### config.mk
export PLATFORM = sky130hd
export DESIGN_NAME = row_load_sequencer_flat
export DESIGN_NICKNAME = d
export VERILOG_FILES = /design/src/rtl/row_load_sequencer_if.sv /design/src/rtl/row_load_sequencer.sv /design/src/flat_wrapper.sv
export SDC_FILE = /design/constraint.sdc
export NUM_CORES = 1
export LEC_CHECK = 0
export ABC_AREA = 1
export CELL_PAD_IN_SITES_DETAIL_PLACEMENT = 2
export CELL_PAD_IN_SITES_GLOBAL_PLACEMENT = 2
export CORE_MARGIN = 2
export CORE_UTILIZATION = 34
export CTS_BUF_LIST = sky130_fd_sc_hd__clkbuf_4 sky130_fd_sc_hd__clkbuf_8
export DETAILED_ROUTE_END_ITERATION = 8
export PLACE_DENSITY = 0.83
export SETUP_SLACK_MARGIN = 0.4
export SLEW_MARGIN = 30
export SYNTH_ARGS = -nofsm -noshare
export SYNTH_HDL_FRONTEND = slang
export SYNTH_SLANG_ARGS = --single-unit
### constraint.sdc
create_clock -name clk_in -period 2.26 [get_ports clk_in]
set_input_delay 0.678 -clock clk_in [delete_from_list [all_inputs] [get_ports clk_in]]
set_output_delay 0.678 -clock clk_in [all_outputs]
set_load 0.005 [all_outputs]
### src/rtl/row_load_sequencer_if.sv
// row_load_sequencer_if: groups the UART byte input and the framebuffer write/status outputs
// Ports (slave = sequencer side): rx_data/rx_valid in; ram_wr_en/ram_wr_addr/ram_wr_data,
//   row_done, cmd_error, brightness_out, busy out. master is the mirror image (host/bench side).
interface row_load_sequencer_if #(
   parameter int ADDR_WIDTH = 11
) ();
   logic [7:0]            rx_data;
   logic                  rx_valid;
   logic                  ram_wr_en;
   logic [ADDR_WIDTH-1:0] ram_wr_addr;
   logic [15:0]           ram_wr_data;
   logic                  row_done;
   logic                  cmd_error;
   logic [7:0]            brightness_out;
   logic                  busy;

   modport slave (
      input  rx_data, rx_valid,
      output ram_wr_en, ram_wr_addr, ram_wr_data, row_done, cmd_error, brightness_out, busy
   );

   modport master (
      output rx_data, rx_valid,
      input  ram_wr_en, ram_wr_addr, ram_wr_data, row_done, cmd_error, brightness_out, busy
   );
endinterface

### src/rtl/row_load_sequencer.sv
// row_load_sequencer: decodes the host byte protocol ('L' row load, 'B' brightness) and turns
//   pixel byte pairs into single-cycle RGB565 framebuffer writes.
// Latency: write strobe 1 cycle after the low-byte rx_valid; all outputs registered.
// Backpressure: none; rx_valid strobes are consumed every cycle, an rx silence of
//   TIMEOUT_TICKS cycles mid-command aborts it with cmd_error.
// Ports: clk_in, reset (sync, active-high); bus (slave modport) carries rx_data/rx_valid in,
//   ram_wr_en/ram_wr_addr/ram_wr_data, row_done, cmd_error, brightness_out, busy out.
module row_load_sequencer #(
   parameter int                       ROW_ADDR_WIDTH   = 5,
   parameter int                       COL_ADDR_WIDTH   = 6,
   parameter int                       PIXELS_PER_ROW   = 64,
   parameter int                       ROWS             = 32,
   parameter int                       TIMEOUT_WIDTH    = 11,
   parameter logic [TIMEOUT_WIDTH-1:0] TIMEOUT_TICKS    = 11'd2000,
   parameter logic [7:0]               BRIGHTNESS_RESET = 8'hFF
) (
   input  logic                clk_in,
   input  logic                reset,
   row_load_sequencer_if.slave bus
);

   localparam int ADDR_W = ROW_ADDR_WIDTH + COL_ADDR_WIDTH;
   localparam int DISC_W = $clog2(2 * PIXELS_PER_ROW + 1);

   localparam logic [COL_ADDR_WIDTH-1:0] LAST_COL  = COL_ADDR_WIDTH'(PIXELS_PER_ROW - 1);
   localparam logic [DISC_W-1:0]         DISC_LOAD = DISC_W'(2 * PIXELS_PER_ROW);

   localparam logic [2:0] S_IDLE     = 3'd0;
   localparam logic [2:0] S_ROW_ADDR = 3'd1;
   localparam logic [2:0] S_PIX_HI   = 3'd2;
   localparam logic [2:0] S_PIX_LO   = 3'd3;
   localparam logic [2:0] S_BRIGHT   = 3'd4;
   localparam logic [2:0] S_DISCARD  = 3'd5;

   logic [2:0]                state_q,    state_d;
   logic [ROW_ADDR_WIDTH-1:0] row_q,      row_d;
   logic [COL_ADDR_WIDTH-1:0] col_q,      col_d;
   logic [7:0]                hi_q,       hi_d;
   logic [DISC_W-1:0]         disc_q,     disc_d;
   logic [TIMEOUT_WIDTH-1:0]  tmo_q,      tmo_d;
   logic                      wr_en_q,    wr_en_d;
   logic [ADDR_W-1:0]         wr_addr_q,  wr_addr_d;
   logic [15:0]               wr_data_q,  wr_data_d;
   logic                      row_done_q, row_done_d;
   logic                      err_q,      err_d;
   logic [7:0]                bright_q,   bright_d;
   logic                      busy_q,     busy_d;

   always_comb begin
      state_d    = state_q;
      row_d      = row_q;
      col_d      = col_q;
      hi_d       = hi_q;
      disc_d     = disc_q;
      wr_en_d    = 1'b0;
      wr_addr_d  = wr_addr_q;
      wr_data_d  = wr_data_q;
      row_done_d = 1'b0;
      err_d      = 1'b0;
      bright_d   = bright_q;

      // Silence counter only runs while a command is in flight.
      if (bus.rx_valid || state_q == S_IDLE) begin
         tmo_d = '0;
      end else begin
         tmo_d = tmo_q + TIMEOUT_WIDTH'(1);
      end

      // A byte arriving on the expiry cycle wins over the timeout.
      if (state_q != S_IDLE && !bus.rx_valid && tmo_q == TIMEOUT_TICKS) begin
         err_d   = 1'b1;
         state_d = S_IDLE;
      end else if (bus.rx_valid) begin
         case (state_q)
            S_IDLE: begin
               if (bus.rx_data == 8'h4C) begin
                  state_d = S_ROW_ADDR;
               end else if (bus.rx_data == 8'h42) begin
                  state_d = S_BRIGHT;
               end
            end
            S_ROW_ADDR: begin
               if (int'(bus.rx_data) < ROWS) begin
                  row_d   = bus.rx_data[ROW_ADDR_WIDTH-1:0];
                  col_d   = '0;
                  state_d = S_PIX_HI;
               end else begin
                  // Swallow the bad row's payload so it is never parsed as commands.
                  err_d   = 1'b1;
                  disc_d  = DISC_LOAD;
                  state_d = S_DISCARD;
               end
            end
            S_PIX_HI: begin
               hi_d    = bus.rx_data;
               state_d = S_PIX_LO;
            end
            S_PIX_LO: begin
               wr_en_d   = 1'b1;
               wr_addr_d = {row_q, col_q};
               wr_data_d = {hi_q, bus.rx_data};
               if (col_q == LAST_COL) begin
                  row_done_d = 1'b1;
                  state_d    = S_IDLE;
               end else begin
                  col_d   = col_q + COL_ADDR_WIDTH'(1);
                  state_d = S_PIX_HI;
               end
            end
            S_BRIGHT: begin
               bright_d = bus.rx_data;
               state_d  = S_IDLE;
            end
            S_DISCARD: begin
               disc_d = disc_q - DISC_W'(1);
               if (disc_q == DISC_W'(1)) begin
                  state_d = S_IDLE;
               end
            end
            default: state_d = S_IDLE;
         endcase
      end

      busy_d = (state_d != S_IDLE);
   end

   always_ff @(posedge clk_in) begin
      if (reset) begin
         state_q    <= S_IDLE;
         row_q      <= '0;
         col_q      <= '0;
         hi_q       <= '0;
         disc_q     <= '0;
         tmo_q      <= '0;
         wr_en_q    <= 1'b0;
         wr_addr_q  <= '0;
         wr_data_q  <= '0;
         row_done_q <= 1'b0;
         err_q      <= 1'b0;
         bright_q   <= BRIGHTNESS_RESET;
         busy_q     <= 1'b0;
      end else begin
         state_q    <= state_d;
         row_q      <= row_d;
         col_q      <= col_d;
         hi_q       <= hi_d;
         disc_q     <= disc_d;
         tmo_q      <= tmo_d;
         wr_en_q    <= wr_en_d;
         wr_addr_q  <= wr_addr_d;
         wr_data_q  <= wr_data_d;
         row_done_q <= row_done_d;
         err_q      <= err_d;
         bright_q   <= bright_d;
         busy_q     <= busy_d;
      end
   end

   assign bus.ram_wr_en      = wr_en_q;
   assign bus.ram_wr_addr    = wr_addr_q;
   assign bus.ram_wr_data    = wr_data_q;
   assign bus.row_done       = row_done_q;
   assign bus.cmd_error      = err_q;
   assign bus.brightness_out = bright_q;
   assign bus.busy           = busy_q;

endmodule

### src/flat_wrapper.sv
// flat-port wrapper written by rule: the top's interface ports become plain ports
module row_load_sequencer_flat 
#(
   parameter int                       ROW_ADDR_WIDTH   = 5,
   parameter int                       COL_ADDR_WIDTH   = 6,
   parameter int                       PIXELS_PER_ROW   = 64,
   parameter int                       ROWS             = 32,
   parameter int                       TIMEOUT_WIDTH    = 11,
   parameter logic [TIMEOUT_WIDTH-1:0] TIMEOUT_TICKS    = 11'd2000,
   parameter logic [7:0]               BRIGHTNESS_RESET = 8'hFF
)
  (clk_in, reset, bus_rx_data, bus_rx_valid, bus_ram_wr_en, bus_ram_wr_addr, bus_ram_wr_data, bus_row_done, bus_cmd_error, bus_brightness_out, bus_busy);
  row_load_sequencer_if #(.ADDR_WIDTH(11)) bus_i ();
  input  logic clk_in;
  input  logic reset;
  input wire logic [$bits(bus_i.rx_data)-1:0] bus_rx_data;
  input wire logic [$bits(bus_i.rx_valid)-1:0] bus_rx_valid;
  output wire logic [$bits(bus_i.ram_wr_en)-1:0] bus_ram_wr_en;
  output wire logic [$bits(bus_i.ram_wr_addr)-1:0] bus_ram_wr_addr;
  output wire logic [$bits(bus_i.ram_wr_data)-1:0] bus_ram_wr_data;
  output wire logic [$bits(bus_i.row_done)-1:0] bus_row_done;
  output wire logic [$bits(bus_i.cmd_error)-1:0] bus_cmd_error;
  output wire logic [$bits(bus_i.brightness_out)-1:0] bus_brightness_out;
  output wire logic [$bits(bus_i.busy)-1:0] bus_busy;
  assign bus_i.rx_data = bus_rx_data;
  assign bus_i.rx_valid = bus_rx_valid;
  assign bus_ram_wr_en = bus_i.ram_wr_en;
  assign bus_ram_wr_addr = bus_i.ram_wr_addr;
  assign bus_ram_wr_data = bus_i.ram_wr_data;
  assign bus_row_done = bus_i.row_done;
  assign bus_cmd_error = bus_i.cmd_error;
  assign bus_brightness_out = bus_i.brightness_out;
  assign bus_busy = bus_i.busy;
  row_load_sequencer #(.ROW_ADDR_WIDTH(ROW_ADDR_WIDTH), .COL_ADDR_WIDTH(COL_ADDR_WIDTH), .PIXELS_PER_ROW(PIXELS_PER_ROW), .ROWS(ROWS), .TIMEOUT_WIDTH(TIMEOUT_WIDTH), .TIMEOUT_TICKS(TIMEOUT_TICKS), .BRIGHTNESS_RESET(BRIGHTNESS_RESET)) u_core (.clk_in(clk_in), .reset(reset), .bus(bus_i));
endmodule
==> run_results.csv, run 1 <==
group,metric,value,unit
sta,fin_tns_setup,0,ns
floorplan,placementRows,36,
final_layout,antenna_cells,0,
grt,grt_first_pass_wirelength,18310,µm
sta,fmax,568.8,MHz
power,p_leak,0.002001,µW
critical_path,arrival,2.01,ns
power,power_density,622.4,mW/mm²
floorplan,fp.dieArea,0.01085,mm²
routing,drtAntennaViolNets,0,
clock_network,postCtsHoldBufs,0,
routing,drcViolationCount,0,
final_layout,final_util,0.4549,
critical_path,worstReg2RegStart,"u_core.tmo_q[0]",
flow_run,drv_cap,0,
hold_path,hold-path-endpoint,"u_core.bus.ram_wr_data[2]",
clock_network,cts-root-buf,"clkbuf_8",
grt,grt_pass1_vias,3612,
critical_path,regToRegSetupSlack,0.59,ns
grt,antenna_found_initial,0,
synth,yosysSeqAreaShare,0.4697,
critical_path,end_kind,"flip-flop",
hold_path,hp-start,"u_core.bus.ram_wr_data[2]",
clock_network,htreeDepth,3,
sta,rsz0062_at_grt,"false",
synth,synth.avg_cell_area,7.444,µm²
floorplan,ioPinCount,50,
placement,portBuffers,49,
critical_path,regToRegEndpoint,"u_core.tmo_q[10]",
floorplan,die_y,104.1,µm
status,status,"finished, final reports clean",
sta,clock_skew,0.007947,ns
final_layout,layout.cells.most_common,"nand2_1",
hold_path,hp-class,"flip-flop to flip-flop",
hold_path,hold_depth,2,
routing,drtIter0Drc,92,
synth,synthCells,458,
sta,fin_crit_sh,0.7779,
critical_path,worstSetupStartpointType,"input pin",
critical_path,required,2.51,ns
floorplan,die_x,104.1,µm
final_layout,fillCellCount,1163,
routing,routed_wl,11140,µm
clock_network,cts_tree,"done",
sta,finalSetupViolations,0,
critical_path,cp_max_fo,4,
final_layout,drive_gt1_frac,0.1940,
synth,synth_fp_nets,474,
grt,track_usage,0.2092,
routing,vias,3301,
placement,dpl.hpwl,7659,µm
critical_path,reg2reg_depth,8,
final_layout,nNetsFinal,542,
clock_network,clock_latency,0.35,ns
grt,grt_max_degree,40,
sta,min_period,1.758,ns
routing,wl_per_cell,16.78,µm
sta,drv_slew,0,
final_layout,area_growth,30.42,%
clock_network,cts_num_sinks,80,
floorplan,core-area,0.009774,mm²
placement,gp_congestion,0.8286,
clock_network,clk_pin_slew,0.09,ns
final_layout,layout_common_cells,"95 x nand2_1, 54 x a21oi_1, 52 x dfxtp_1, 46 x nand3_1, 44 x nor2_1",
clock_network,clockBufferDepth,2,
synth,yosysWarningCount,0,
synth,synth.lib_cells_used.distinct,31,
critical_path,worstSetupPathType,"input pin to flip-flop",
grt,overflow,0,
sta,finalHoldViolations,0,
sta,slew_headroom,0.6950,
synth,syn_area,0.003410,mm²
routing,drt-pass1-iter-count,4,
sta,worstMarginPinSlew,0.4539,ns
clock_network,cts_buffers,9,
synth,synth-seq-cells,80,
floorplan,start_util,0.3488,
power,peakVddDrop,0.2393,mV
routing,vias_per_cell,4.971,
power breakdown:
part	internal [µW]	leakage [µW]	switching, µW
Clock	518	0.0000955	551
Combinational	90.5	0.00125	154
Sequential	1430	0.000654	20.6
Total	2040	0.00200	726
state kept, by name, summed over array words and instances (netlist names), 5 cells and up:
name                       count
u_core.bus.ram_wr_addr        11
u_core.bus.brightness_out      8
u_core.tmo_q                  11
u_core.col_q                   6
u_core.disc_q                  8
u_core.row_q                   5
u_core.hi_q                    8
u_core.bus.ram_wr_data        16
synth_stat cells:
master / instances / area share
o21bai_1: 1 / 0.0022
clkbuf_1: 8 / 0.0088
dfxtp_1: 80 / 0.47
nand3_1: 47 / 0.069
o21ai_0: 19 / 0.028
or2_1: 1 / 0.0018
or2_0: 1 / 0.0018
buf_2: 7 / 0.010
ha_1: 5 / 0.018
nor2_1: 48 / 0.053
nand2_2: 3 / 0.0055
nand3b_1: 1 / 0.0022
xor2_1: 5 / 0.013
inv_2: 4 / 0.0044
a21oi_2: 1 / 0.0026
nor2_2: 3 / 0.0055
nor3b_1: 1 / 0.0022
nor3_2: 1 / 0.0029
nand4_1: 2 / 0.0037
o21a_1: 1 / 0.0022
inv_1: 41 / 0.045
nand2_1: 97 / 0.11
xnor2_1: 2 / 0.0051
nand2_4: 1 / 0.0033
nor3_1: 7 / 0.010
buf_4: 3 / 0.0066
or2_2: 2 / 0.0037
a21oi_1: 55 / 0.081
o211ai_1: 6 / 0.013
nand3_4: 1 / 0.0051
nor2_4: 4 / 0.013
worst max-delay path, stage by stage:
cell             delay [ns]
clkdlybuf4s50_1        0.54
nand2_1                0.09
nor2_2                 0.15
nand2_1                0.08
nand2_1                0.06
nand2_1                0.06
nand2_1                0.05
nand2_1                0.05
nand2_1                0.06
nand2_1                0.05
nand2_1                0.08
nand2_1                0.06
cell families after synthesis:
logic type               after synthesis  share of synthesized area
XOR/XNOR                               7                    0.01798
buffers and inverters                 63                    0.07523
AO/OA/AOI/OAI                         83                     0.1288
AND/OR/NAND/NOR                      220                     0.2899
flip-flops                            80                     0.4697
adder cells (fa/ha/maj)                5                    0.01835
worst max path at each step:
stage / from / to / slack [ns]
after detailed placement: bus_rx_valid / u_core.bus.brightness_out[7] / 0.008
after CTS: u_core.bus.ram_wr_data[12] / bus_ram_wr_data[12] / 0.36
after global routing: u_core.tmo_q[0] / u_core.tmo_q[10] / 0.41
after global placement: bus_rx_data[7] / u_core.disc_q[5] / 0.07
final: bus_rx_data[1] / u_core.bus.busy / 0.50
after floorplan: bus_rx_valid / u_core.bus.brightness_out[5] / 0.59
cell type report:
type	count	area [µm²]	share of cell area
Tap cell	133	166.4	0.03742
Clock inverter	6	60.06	0.01351
Inverter	45	168.9	0.03799
Multi-Input combinational cell	315	1600	0.3599
Sequential cell	80	1637	0.3680
Clock buffer	10	131.4	0.02954
Timing Repair Buffer	75	683.2	0.1536
routing by layer:
layer	routed length (µm)	track usage	share of wire	vias to the layer above
met2	5687	0.3750	0.51	43
met1	5118	0.2634	0.46	1637
li1	-	-	-	1614
met3	239	0.03195	0.021	7
met5	0	0	0	-
met4	94	0.04923	0.0084	0
metrics by stage:
stage	power, µW	instance area, µm²	std cells	setup WS, ns	hold WS, ns
after CTS	2789	4350	661	0.3569	0.4670
after global routing	2895	4447	664	0.4098	0.4868
final	2768	4447	664	0.5019	0.4629
after global placement	1710	4156	644	0.07040	0.4494
after detailed placement	1722	4156	644	0.007831	0.4575
after floorplan	1613	3410	458	0.5906	0.4406
repair_timing:
item                                    in CTS  in global routing
gates resized for setup                     64                 27
buffers inserted                             1                  3
pin swaps                                    0                  5
endpoints found under the setup margin      45                 25
(Power assumes the default switching activity.)
==> run 2, diff against run 1 <==
CORE_UTILIZATION = 29   (was 34)
PLACE_DENSITY = 0.75   (was 0.83)
clock period = 1.6 ns   (was 2.26 ns; I/O delays follow)
==> run 2 against run 1 <==
Against the previous run: worst hold slack improved by 0.0084 ns; routed wire length rose by 39%; clock skew barely moved; clock power rose by 44%; setup slack got worse by 0.43 ns; critical endpoint is now u_core.tmo_q[7]; largest power group unchanged.
==> run_results.csv, run 2 (synthesis gave the netlist of run 1 again) <==
group,metric,value,unit
routing,routed_wl,15440,µm
routing,drtAntennaViolNets,0,
status,status,"finished, final reports clean",
clock_network,clock_latency,0.39,ns
placement,portBuffers,49,
critical_path,regToRegEndpoint,"u_core.tmo_q[7]",
grt,busiest_layer,"met2",
floorplan,die_y,112.4,µm
sta,worstMarginPinSlew,0.3587,ns
final_layout,layout.cells.most_common,"nand2_1",
grt,grt_max_degree,29,
power,pwr-share-clk,0.371,
power,p_int,2887,µW
routing,drtIter0Drc,124,
hold_path,hp-start,"u_core.bus.ram_wr_addr[4]",
floorplan,fp.dieArea,0.01264,mm²
grt,grt_use_met3,0.02646,
critical_path,arrival,1.84,ns
critical_path,crit_path_top_delay_cell,"dfxtp_4",
routing,wl_per_cell,21.03,µm
power,p_leak,0.002294,µW
clock_network,cts_buffers,9,
sta,fmax,656.1,MHz
critical_path,worstReg2RegStart,"u_core.state_q[0]",
final_layout,area_growth,64.15,%
routing,vias,3729,
clock_network,cts_tree,"done",
final_layout,largest_reg_flops,16,
critical_path,end_kind,"flip-flop",
critical_path,crit_chain,"inv_2 -> nand2_2 -> nor2_4 -> nor2_4 -> inv_1 -> nor2_4 -> buf_4 -> o21ai_0 -> a21oi_1",
placement,dpl.hpwl,8041,µm
floorplan,ioPinCount,50,
grt,use_met1,0.2479,
floorplan,die_x,112.4,µm
clock_network,cts_num_sinks,80,
floorplan,start_util,0.2973,
critical_path,cp_max_fo,4,
grt,overflow,0,
power,combPwrFrac,0.132,
power,switching_share,0.3029,
placement,dp.cells,665,
hold_path,hold_depth,2,
grt,grt_first_pass_wirelength,20340,µm
sta,rsz0062_at_grt,"true",
sta,finalSetupViolations,0,
critical_path,worstSetupPathType,"flip-flop to flip-flop",
critical_path,worstSetupStartpointType,"flip-flop",
clock_network,htreeDepth,3,
clock_network,clockBufferDepth,2,
final_layout,final_cell_count_no_fill,734,
clock_network,cts-root-buf,"clkbuf_8",
grt,track_usage,0.2054,
hold_path,hold-path-endpoint,"u_core.bus.ram_wr_addr[4]",
critical_path,regToRegSetupSlack,0.08,ns
power,power_density,740.0,mW/mm²
clock_network,clk_pin_slew,0.09,ns
final_layout,final_util,0.4881,
sta,drv_slew,0,
power,peakVddDrop,0.4510,mV
floorplan,core-area,0.01147,mm²
critical_path,cpMostUsedCell,"nor2_4",
sta,fin_crit_sh,0.9526,
sta,slew_headroom,0.7609,
grt,antenna_found_initial,0,
placement,gp_congestion,0.7954,
critical_path,required,1.91,ns
sta,clock_skew,0.008205,ns
sta,min_period,1.524,ns
final_layout,nNetsFinal,602,
routing,vias_per_cell,5.080,
floorplan,placementRows,39,
placement,post-place-ws,-0.5101,ns
sta,finalHoldViolations,0,
final_layout,antenna_cells,0,
flow_run,drv_cap,0,
routing,drcViolationCount,0,
critical_path,reg2reg_depth,9,
power,seqPwrFrac,0.497,
final_layout,layout_common_cells,"74 x nand2_1, 59 x buf_4, 43 x dfxtp_2, 34 x a21oi_1, 34 x buf_6",
final_layout,drive_gt1_frac,0.5601,
sta,fin_ws,0.07579,ns
power,p_sw,1254,µW
grt,met2_usage,0.3655,
grt,grt_pass1_vias,3910,
hold_path,hp-class,"flip-flop to flip-flop",
routing,drt-pass1-iter-count,4,
critical_path,critical_path.max_stage_delay,0.43,ns
run 2: changes by cell type in the layout (fill, tap and decap cells not counted), sizes merged:
cell,delta
clkbuf,+2
bufinv,-1
buf,+96
clkdlybuf4s15,+7
dlygate4sd2,-34
clkinv,-3
inv,+1
dlymetal6s2s,-10
clkdlybuf4s50,-3
nor2,+1
clkinvlp,+3
bufbuf,+1
run 2: final cells by class:
cell class	count	area, µm²
clock buffer	11	151.4
clock inverter	5	38.79
fill	1213	5871
inverter	45	219.0
multi-input combinational	316	2105
sequential	80	1682
tap	143	178.9
timing repair buffer	133	1215
timing repair inverter	1	7.507
run 2: worst max-delay path by stage:
stage          cells after the start                to               from  slack [ns]
2_1_floorplan                      9  u_core.disc_q[5]     bus_rx_data[7]        0.30
3_3_place_gp                      11  u_core.disc_q[5]     bus_rx_data[7]       -0.46
3_5_place_dp                      11  u_core.disc_q[5]     bus_rx_data[7]       -0.51
4_1_cts                            9  u_core.disc_q[2]  u_core.state_q[1]        0.23
5_1_grt                            9   u_core.tmo_q[7]  u_core.state_q[0]       0.002
6_report                           9   u_core.tmo_q[7]  u_core.state_q[0]        0.08
run 2: metrics by stage:
step / instance area [µm²] / hold slack (ns) / total power [µW] / setup TNS, ns
2_1_floorplan: 3560 / 0.4435 / 2301 / 0
3_3_place_gp: 4380 / 0.4460 / 2462 / -8.397
3_5_place_dp: 4380 / 0.4628 / 2475 / -9.819
4_1_cts: 5015 / 0.4687 / 4030 / 0
5_1_grt: 5597 / 0.4858 / 4280 / 0
6_report: 5597 / 0.4713 / 4142 / 0
run 2: repair_timing:
action,CTS,global route
setup buffers,33,15
gates cloned,4,1
hold buffers,0,0
endpoints found under the setup margin,119,119
resized for setup,299,110
pin swaps,26,43
run 2: critical path, delay by kind of cell, from the launching register on:
kind | cells | cell delay, ns
flops | 1 | 0.43
simple gates | 4 | 0.46
buf+inv | 3 | 0.30
compound gates | 2 | 0.24
run 2: metal layers:
metal,share of wire,vias to the layer above
met5,0,-
met4,0.030,0
met3,0.026,30
met2,0.53,77
met1,0.41,1877
li1,-,1745
run 2: power by group through the flow:
stage                     Clock, µW  Sequential, µW  Combinational [µW]
after floorplan                   0            2090                 208
after global placement            0            2100                 363
after detailed placement          0            2100                 375
after CTS                      1540            2050                 442
after global routing           1630            2060                 583
final                          1540            2060                 547
